$ cat src/rtl/phi2_pkg.sv
// Shared PHI2 timing constants and state encoding, used by both the clock
// generator and the frequency measurement path.
package phi2_pkg;

   localparam int unsigned REF_HZ  = 50_000_000;
   localparam int unsigned MAX_HZ  = REF_HZ / 4;
   localparam int unsigned C64_HZ  = 1_000_000;
   localparam int unsigned C128_HZ = 2_000_000;

   typedef enum logic [1:0] {
      IDLE  = 2'd0,
      RUN   = 2'd1,
      DRAIN = 2'd2
   } phi2_state_e;

   function automatic logic freq_ok(input logic [31:0] hz, input logic [31:0] max_hz);
      return (hz != '0) && (hz <= max_hz);
   endfunction

endpackage

$ cat src/rtl/phase_accum.sv
// Modulo-WRAP_HZ phase accumulator; toggle_o marks each wrap, which is one
// half-period of the synthesized clock.
module phase_accum
   import phi2_pkg::*;
#(
   parameter int unsigned WRAP_HZ = REF_HZ
) (
   input  logic        clk_ref,
   input  logic        rst_n,
   input  logic        run_i,
   input  logic        clr_i,
   input  logic [31:0] step_i,
   output logic        toggle_o
);

   logic [31:0] acc_q;
   logic [31:0] acc_d;
   logic [31:0] sum;
   logic        wrap;

   always_comb begin
      sum      = acc_q + step_i;
      wrap     = (sum >= WRAP_HZ);
      acc_d    = acc_q;
      toggle_o = 1'b0;
      if (clr_i) begin
         acc_d = '0;
      end else if (run_i) begin
         if (wrap) begin
            acc_d    = sum - WRAP_HZ;
            toggle_o = 1'b1;
         end else begin
            acc_d = sum;
         end
      end
   end

   always_ff @(posedge clk_ref) begin
      if (!rst_n) begin
         acc_q <= '0;
      end else begin
         acc_q <= acc_d;
      end
   end

endmodule

$ cat src/rtl/phi2_clock_gen.sv
// Glitch-free PHI2 clock synthesizer: run/drain FSM, request validation and
// a pending-frequency register that is only applied on a falling edge.
module phi2_clock_gen #(
   parameter int unsigned REF_HZ     = phi2_pkg::REF_HZ,
   parameter int unsigned DEFAULT_HZ = phi2_pkg::C64_HZ,
   parameter int unsigned MAX_HZ     = REF_HZ / 4
) (
   input  logic        clk_ref,
   input  logic        rst_n,
   input  logic        en,
   input  logic [31:0] freq_in,
   input  logic        freq_load,
   output logic        clk_out,
   output logic        rise_stb,
   output logic        fall_stb,
   output logic [31:0] freq_active,
   output logic        cfg_busy,
   output logic        cfg_err,
   output logic        running
);

   import phi2_pkg::*;

   phi2_state_e state_q, state_d;
   logic        clk_out_q, clk_out_d;
   logic        rise_stb_q, rise_stb_d;
   logic        fall_stb_q, fall_stb_d;
   logic [31:0] freq_q, freq_d;
   logic [31:0] pend_q, pend_d;
   logic        busy_q, busy_d;
   logic        err_q, err_d;

   logic [31:0] step;
   logic        load_ok;
   logic        load_bad;
   logic        acc_run;
   logic        acc_clr;
   logic        commit;
   logic        to_idle;
   logic        toggle;

   assign step     = freq_q << 1;
   assign load_ok  = freq_load &  freq_ok(freq_in, MAX_HZ);
   assign load_bad = freq_load & ~freq_ok(freq_in, MAX_HZ);

   // Kept outside the FSM block: toggle depends on acc_clr, so merging them
   // would create a false combinational loop through one process.
   assign acc_run = (state_q != IDLE);
   assign commit  = acc_run & fall_stb_q & busy_q;
   assign to_idle = (state_q == DRAIN) & ~en & fall_stb_q;
   assign acc_clr = (state_q == IDLE) | commit | to_idle;

   phase_accum #(
      .WRAP_HZ (REF_HZ)
   ) u_accum (
      .clk_ref  (clk_ref),
      .rst_n    (rst_n),
      .run_i    (acc_run),
      .clr_i    (acc_clr),
      .step_i   (step),
      .toggle_o (toggle)
   );

   always_comb begin
      state_d    = state_q;
      clk_out_d  = clk_out_q;
      rise_stb_d = 1'b0;
      fall_stb_d = 1'b0;
      freq_d     = freq_q;
      pend_d     = pend_q;
      busy_d     = busy_q;
      err_d      = err_q;

      if (load_bad) begin
         err_d = 1'b1;
      end else if (load_ok) begin
         err_d = 1'b0;
      end

      unique case (state_q)
         IDLE: begin
            clk_out_d = 1'b0;
            if (load_ok) begin
               freq_d = freq_in;
               busy_d = 1'b0;
            end else if (busy_q) begin
               freq_d = pend_q;
               busy_d = 1'b0;
            end
            if (en) begin
               state_d = RUN;
            end
         end

         RUN, DRAIN: begin
            if (toggle) begin
               clk_out_d  = ~clk_out_q;
               rise_stb_d = ~clk_out_q;
               fall_stb_d =  clk_out_q;
            end
            // Commit uses the old pending value; a same-cycle load re-arms it.
            if (commit) begin
               freq_d = pend_q;
               busy_d = 1'b0;
            end
            if (load_ok) begin
               pend_d = freq_in;
               busy_d = 1'b1;
            end
            if (state_q == RUN) begin
               if (!en) begin
                  state_d = DRAIN;
               end
            end else if (en) begin
               state_d = RUN;
            end else if (fall_stb_q) begin
               state_d = IDLE;
            end
         end

         default: begin
            state_d = IDLE;
         end
      endcase
   end

   always_ff @(posedge clk_ref) begin
      if (!rst_n) begin
         state_q    <= IDLE;
         clk_out_q  <= 1'b0;
         rise_stb_q <= 1'b0;
         fall_stb_q <= 1'b0;
         freq_q     <= DEFAULT_HZ;
         pend_q     <= '0;
         busy_q     <= 1'b0;
         err_q      <= 1'b0;
      end else begin
         state_q    <= state_d;
         clk_out_q  <= clk_out_d;
         rise_stb_q <= rise_stb_d;
         fall_stb_q <= fall_stb_d;
         freq_q     <= freq_d;
         pend_q     <= pend_d;
         busy_q     <= busy_d;
         err_q      <= err_d;
      end
   end

   assign clk_out     = clk_out_q;
   assign rise_stb    = rise_stb_q;
   assign fall_stb    = fall_stb_q;
   assign freq_active = freq_q;
   assign cfg_busy    = busy_q;
   assign cfg_err     = err_q;
   assign running     = (state_q != IDLE);

endmodule
$ cat config.mk
export PLATFORM = sky130hd
export DESIGN_NAME = phi2_clock_gen
export DESIGN_NICKNAME = d
export VERILOG_FILES = /design/src/rtl/phi2_pkg.sv /design/src/rtl/phase_accum.sv /design/src/rtl/phi2_clock_gen.sv
export SDC_FILE = /design/constraint.sdc
export NUM_CORES = 1
export LEC_CHECK = 0
export ABC_AREA = 1
export CORE_ASPECT_RATIO = 0.8
export CORE_MARGIN = 2
export CORE_UTILIZATION = 45
export DETAILED_ROUTE_END_ITERATION = 10
export PLACE_DENSITY = 0.65
export SETUP_SLACK_MARGIN = 0.1
export SKIP_LAST_GASP = 1
export SLEW_MARGIN = 30
export SYNTH_ARGS = -nofsm -noshare
export SYNTH_HDL_FRONTEND = slang
export SYNTH_SLANG_ARGS = --single-unit
$ cat constraint.sdc
create_clock -name clk_ref -period 3.24 [get_ports clk_ref]
set_input_delay 0.648 -clock clk_ref [delete_from_list [all_inputs] [get_ports clk_ref]]
set_output_delay 0.648 -clock clk_ref [all_outputs]
set_load 0.02 [all_outputs]
Word-level counts from Yosys, hierarchy flattened:

Cells that the tools add are included.

* register bits after elaboration: 103
* input bits: 36
* word-level logic and storage cells: 69

* reductions and logical operators: 14
* muxes and demuxes: 21
* equality and inequality tests: 9
* $add $sub $neg: 2
* bitwise operators: 12
* magnitude comparators: 2

Operators by type and width (count)
* 32-bit two-way mux: 4
* 32-bit one-hot mux with 2 select lines: 1
* 32-bit adder: 1
* 32-bit by 26-bit >= comparator with 1-bit output, second input constant: 1
* 32-bit by 24-bit <= comparator with 1-bit output, second input constant: 1
* 32-bit nonzero test: 1
* 32-bit by 26-bit subtractor with 32-bit output, second input constant: 1
* 2-bit two-way mux: 5
* 3-bit inequality test, second input constant: 3
* 3-bit AND reduction: 3
* 1-bit two-way mux: 8
* 1-bit AND: 6
* 2-bit inequality test, second input constant: 3
* 2-bit AND reduction: 3
* 2-bit nonzero test: 3
* 4-bit inequality test, second input constant: 1
* 1-bit inverter: 4
* 1-bit one-hot mux with 2 select lines: 2
* 2-bit one-hot mux with 2 select lines: 1
* 2-bit OR reduction: 2
* 2-bit by 1-bit == test with 1-bit output, second input constant: 1
* 2-bit == test, second input constant: 1
* 2-bit logical NOT: 1
* 1-bit OR: 2
* 1-bit logical AND: 1

Logic depth before layout (Yosys ltp):

* word-level depth: 8
* depth in mapped cells: 25
* depth with buffers taken out: 25

Cells and area by module:

A second synthesis with hierarchy kept.

* cell total of the unflattened synthesis: 1580
* area total of the unflattened synthesis: 8833.5 um2

Modules (own cells, without submodules)
* phase_accum: area an instance 5144.9 um2, cells each 998, times used 1, seq. area each 640.6 um2
* phi2_clock_gen: area an instance 3688.5 um2, cells each 582, times used 1, seq. area each 1421.4 um2

Worst setup path before layout:

OpenSTA, ideal clock, no wires.

* path type: register to register
* from: reg freq_q[0], in the netlist freq_active[0]
* to: reg u_accum.acc_q[15]
* arrival time: 2.802 ns
* path slack: 0.329 ns
* data required time: 3.131 ns
* setup time: 0.109 ns
* buffers on the path: 1
* cell stages (with the launch flop): 23
* cells stage by stage: dfxtp_1 ha_1 inv_1 fa_1 inv_1 nand2_1 nand4_1 nand2_1 inv_1 ha_1 nor3b_1 nand4_1 nor2_1 nand3_1 nor2_1 nand2_1 nor2_2 nor2_4 buf_8 nand3_2 nand3_1 nand2_1 inv_1

* word-level cells in the longest chain between the ends: 3
* elaborated cells on any way between the ends: 4
* those cells by class: add/sub: 2; order compare: 1; mux: 1

RTL lines
* start: declaration: RTL line phi2_clock_gen.sv:28 `logic [31:0] freq_q, freq_d;`
* start signal: assignment: RTL line phi2_clock_gen.sv:142 `freq_q <= freq_d;`
* 32-bit adder *: RTL line phase_accum.sv:22 `sum = acc_q + step_i;`
* 32-bit by 26-bit subtractor with 32-bit output / 32-bit by 26-bit >= comparator with 1-bit output (equally long branches): RTL line phase_accum.sv:30, phase_accum.sv:23
* 32-bit two-way mux *: RTL line phase_accum.sv:29 `if (wrap) begin`
* end signal: assignment: RTL line phase_accum.sv:40 `acc_q <= '0;`
* end signal: assignment: RTL line phase_accum.sv:42 `acc_q <= acc_d;`
* end: declaration: RTL line phase_accum.sv:16 `logic [31:0] acc_q;`

Mark *: on every way between the ends. The rest lies on a longest branch, timed or not.
A chain may end at the register's enable or synchronous reset.

Worst setup path in the final report:

* from: reg freq_q[0], in the netlist freq_active[0]
* to: reg clk_out_q, in the netlist clk_out

* word-level cells in the longest chain between the ends: 7

RTL lines
* 32-bit adder: RTL line phase_accum.sv:22
* 32-bit by 26-bit >= comparator with 1-bit output: RTL line phase_accum.sv:23 `wrap = (sum >= WRAP_HZ);`
* 1-bit two-way mux: RTL line phase_accum.sv:29
* 1-bit two-way mux: RTL line phase_accum.sv:28 `end else if (run_i) begin`
* 1-bit two-way mux: RTL line phase_accum.sv:26 `if (clr_i) begin`
* 2-bit inequality test (no source line)
* 2-bit AND reduction (no source line)
* end signal: assignment: RTL line phi2_clock_gen.sv:139 `clk_out_q <= clk_out_d;`
* end: declaration: RTL line phi2_clock_gen.sv:25 `logic clk_out_q, clk_out_d;`

No other way between the ends.

==> metrics.csv <==
stage,metric,value,unit
setup_path,startpoint_type,flop,
timing,max_freq,319,MHz
grt,antenna_found_initial,0,
grt,grt_pass1_vias,7580,
synth,synthDistinctLibCells,44,
die,row_count,43,
layout,layout.nets,1474,
clocking,cts.path.max_buffers,2,
timing,period_needed,3.14,ns
placement,placed_area,9150,sq um
grt,grt_overflow,0,
die,num_io_pins,74,
hold_path,hold_path.class,flop to flop,
timing,skew,0.00934,ns
placement,portBuffers,73,
die,dieArea,18800,sq um
setup_path,crit_fanout,8,
synth,synth_nets,1380,
synth,synthFlopType,dfxtp_1,
synth,syn_area_per_cell,6.12,sq um
die,initial_utilization,46.0,%
clocking,cts_sinks,102,
layout,drive_gt1_share,15.4,%
detailed_routing,vias_per_cell,5.18,
timing,maxSlewHeadroom,51.4,%
setup_path,crit_start,freq_active[0],
synth,synth_top_area_cell,dfxtp_1,
layout,n_fill_cell,1737,
detailed_routing,drc,0,
die,die_x,153,microns
layout,antenna_cells,0,
setup_path,arrival,3.40,ns
setup_path,r2r_end,clk_out,
synth,syn_inst,1306,
setup_path,reg2reg_slack,0.10,ns
setup_path,path_class,flop to flop,
die,core,17400,sq um
timing,hold_violations,0,
placement,gp_congestion,0.962,
power,total_power,5.70,mW
detailed_routing,antenna_left,0,
synth,seq_area_frac_synth,25.6,%
die,fp.dieH,123,microns
setup_path,cp-end-kind,flop,
setup_path,reg2reg_depth,23,
setup_path,cp-endpoint,clk_out,
clocking,ctsHoldBuffers,0,
detailed_routing,wirelength,24.5,mm
timing,rsz0062_at_grt,yes,
layout,syn_to_final_growth,22.8,%
timing,fin_crit_sh,96.8,%
timing,final_max_slew_viol_count,0,
clocking,insertion_delay,0.36,ns
synth,syn-cell-area,7990,sq um
power,leakage,4.89,nW
timing,tightest_slew,0.728,ns
detailed_routing,via_count,8446,
clocking,cts_buffers,9,
synth,ys_ff_latch,102,
clocking,cts_max_level,3,
detailed_routing,dr.pass1.iters,5,
synth,yosys_warnings,0,
detailed_routing,wl_per_cell,15.1,microns
clocking,cts_tree,done,
placement,dp_hpwl,18.8,mm
synth,synth_area_leaders,"dfxtp_1 (26%), nand2_1 (17%), inv_1 (9.8%), nand3_1 (7.0%), nor2_1 (6.1%)",
power,ir_drop,0.326,mV
synth,synth_edf_count,0,
setup_path,r2r-start,freq_active[0],
run_status,status,finished clean,
power,power.density,581,nW/um^2
grt,gr-usage-all-layers,26.0,%
clocking,path_clk_slew,0.08,ns
timing,setup-violations-final,0,
job,drv_cap,0,
layout,design_area,9810,sq um
synth,synth_top_area_share,25.6,%
synth,async_flop_share,0,%
setup_path,critPathRequiredTime,3.50,ns
grt,grt_pass1_wl,39.2,mm
clocking,cts-root-buf,clkbuf_16,
grt,grt_max_degree,58,
detailed_routing,drtIter0Drc,631,
## flip-flops by register name (all words and copies together), names as in the netlist
signal / count
cfg_busy: 1
state_q: 2
rise_stb: 1
clk_out: 1
pend_q: 32
fall_stb: 1
cfg_err: 1
freq_active: 32
u_accum.acc_q: 31
## through the flow
| step | util, % | hold slack, ns | std cells | TNS, ns | setup slack, ns |
|---|---|---|---|---|---|
| 6_report | 56.5 | 0.456 | 1630 | 0 | 0.102 |
| 5_1_grt | 56.5 | 0.480 | 1630 | -2.14 | -0.105 |
| 4_1_cts | 54.8 | 0.458 | 1621 | 0 | 0.105 |
| 3_5_place_dp | 52.7 | 0.442 | 1604 | -0.0123 | -0.0123 |
| 3_3_place_gp | 52.7 | 0.443 | 1604 | 0 | 0.0297 |
| 2_1_floorplan | - | 0.431 | 1306 | 0 | 0.329 |
## cell families (layout without fill, tap and decap cells)
kind of cell	Yosys count	in the layout	share of synthesized area, %
AND/OR/NAND/NOR	736	736	42.5
buffers and inverters	266	365	13.1
AO/OA/AOI/OAI	147	147	10.9
flip-flops	102	102	25.6
adder cells (fa/ha/maj)	38	38	6.04
XOR/XNOR	17	17	1.86
## how the worst min path moves through the flow
stage	from	to	slack, ns	depth (start not counted)
2_1_floorplan	pend_q[14]	pend_q[14]	0.43	2
3_3_place_gp	pend_q[26]	pend_q[26]	0.44	2
3_5_place_dp	pend_q[17]	pend_q[17]	0.44	2
4_1_cts	pend_q[17]	pend_q[17]	0.46	2
5_1_grt	pend_q[9]	pend_q[9]	0.48	2
6_report	pend_q[17]	pend_q[17]	0.46	2
## critical path, cell delays in order (launching register included)
cell and delay [ns]:
dfxtp_2 0.36, ha_4 0.14, inv_2 0.04, fa_2 0.40, inv_2 0.10, nand2_2 0.07
nand4_1 0.09, nand2_1 0.09, inv_2 0.07, ha_1 0.12, nor3b_2 0.16, nand4_1 0.17
nor2_4 0.19, buf_6 0.12, nand3_4 0.07, inv_2 0.06, nand2_2 0.05, nor2_2 0.11
nand2_2 0.08, nand3_4 0.17, buf_8 0.17, nand3_4 0.07, nand3_2 0.08, nand2_1 0.04
## area by class of cell
type / instances / area, sq um / area share [%]
Clock buffer: 10 / 229 / 2.33
Clock inverter: 6 / 60.1 / 0.612
Inverter: 230 / 863 / 8.80
Multi-Input combinational cell: 938 / 5130 / 52.3
Sequential cell: 102 / 2050 / 20.9
Tap cell: 225 / 282 / 2.87
Timing Repair Buffer: 119 / 1200 / 12.2
## placed cells by master (no fill, tap or decap), types with 14 or more instances in the layout
cell type,synthesis,layout
xor2_1,14,14
nand2_2,29,44
o21ai_0,41,41
a21oi_1,49,45
nand3_2,21,26
a211oi_1,42,42
inv_1,209,205
nor3_1,16,16
nor2_1,130,127
inv_2,19,23
nand4_1,21,21
ha_1,37,28
nand3_1,111,103
nand2_1,368,352
dfxtp_1,102,96
buf_4,2,35
clkdlybuf4s50_1,0,73
## Yosys cell counts, types with 21 or more instances
master	count
clkbuf_1	21
dfxtp_1	102
a211oi_1	42
inv_1	209
nand2_1	368
ha_1	37
nand2_2	29
nand3_1	111
nor2_1	130
nand4_1	21
nand3_2	21
o21ai_0	41
a21oi_1	49
## routing by layer
layer | global-route usage [%] | share of wire [%] | vias up | wire length [microns]
met2 | 43.6 | 45 | 286 | 10900
li1 | - | - | 4328 | -
met3 | 3.19 | 5.6 | 32 | 1370
met1 | 36.2 | 48 | 3800 | 11800
met5 | 0 | 0 | - | 0
met4 | 5.84 | 1.8 | 0 | 434
## what timing repair did
item / 4_1_cts / 5_1_grt
gates cloned: 0 / 3
gates resized for setup: 8 / 55
pin swaps: 4 / 12
buffers inserted: 1 / 6
setup endpoints to repair: 28 / 28
## report_power, final
| part | internal [mW] | switching, mW | total, mW |
|---|---|---|---|
| Sequential | 1.37 | 0.106 | 1.48 |
| Clock | 0.548 | 0.559 | 1.11 |
| Combinational | 1.20 | 1.92 | 3.12 |
| Total | 3.12 | 2.58 | 5.70 |
Power figures use the tool's default switching activity.
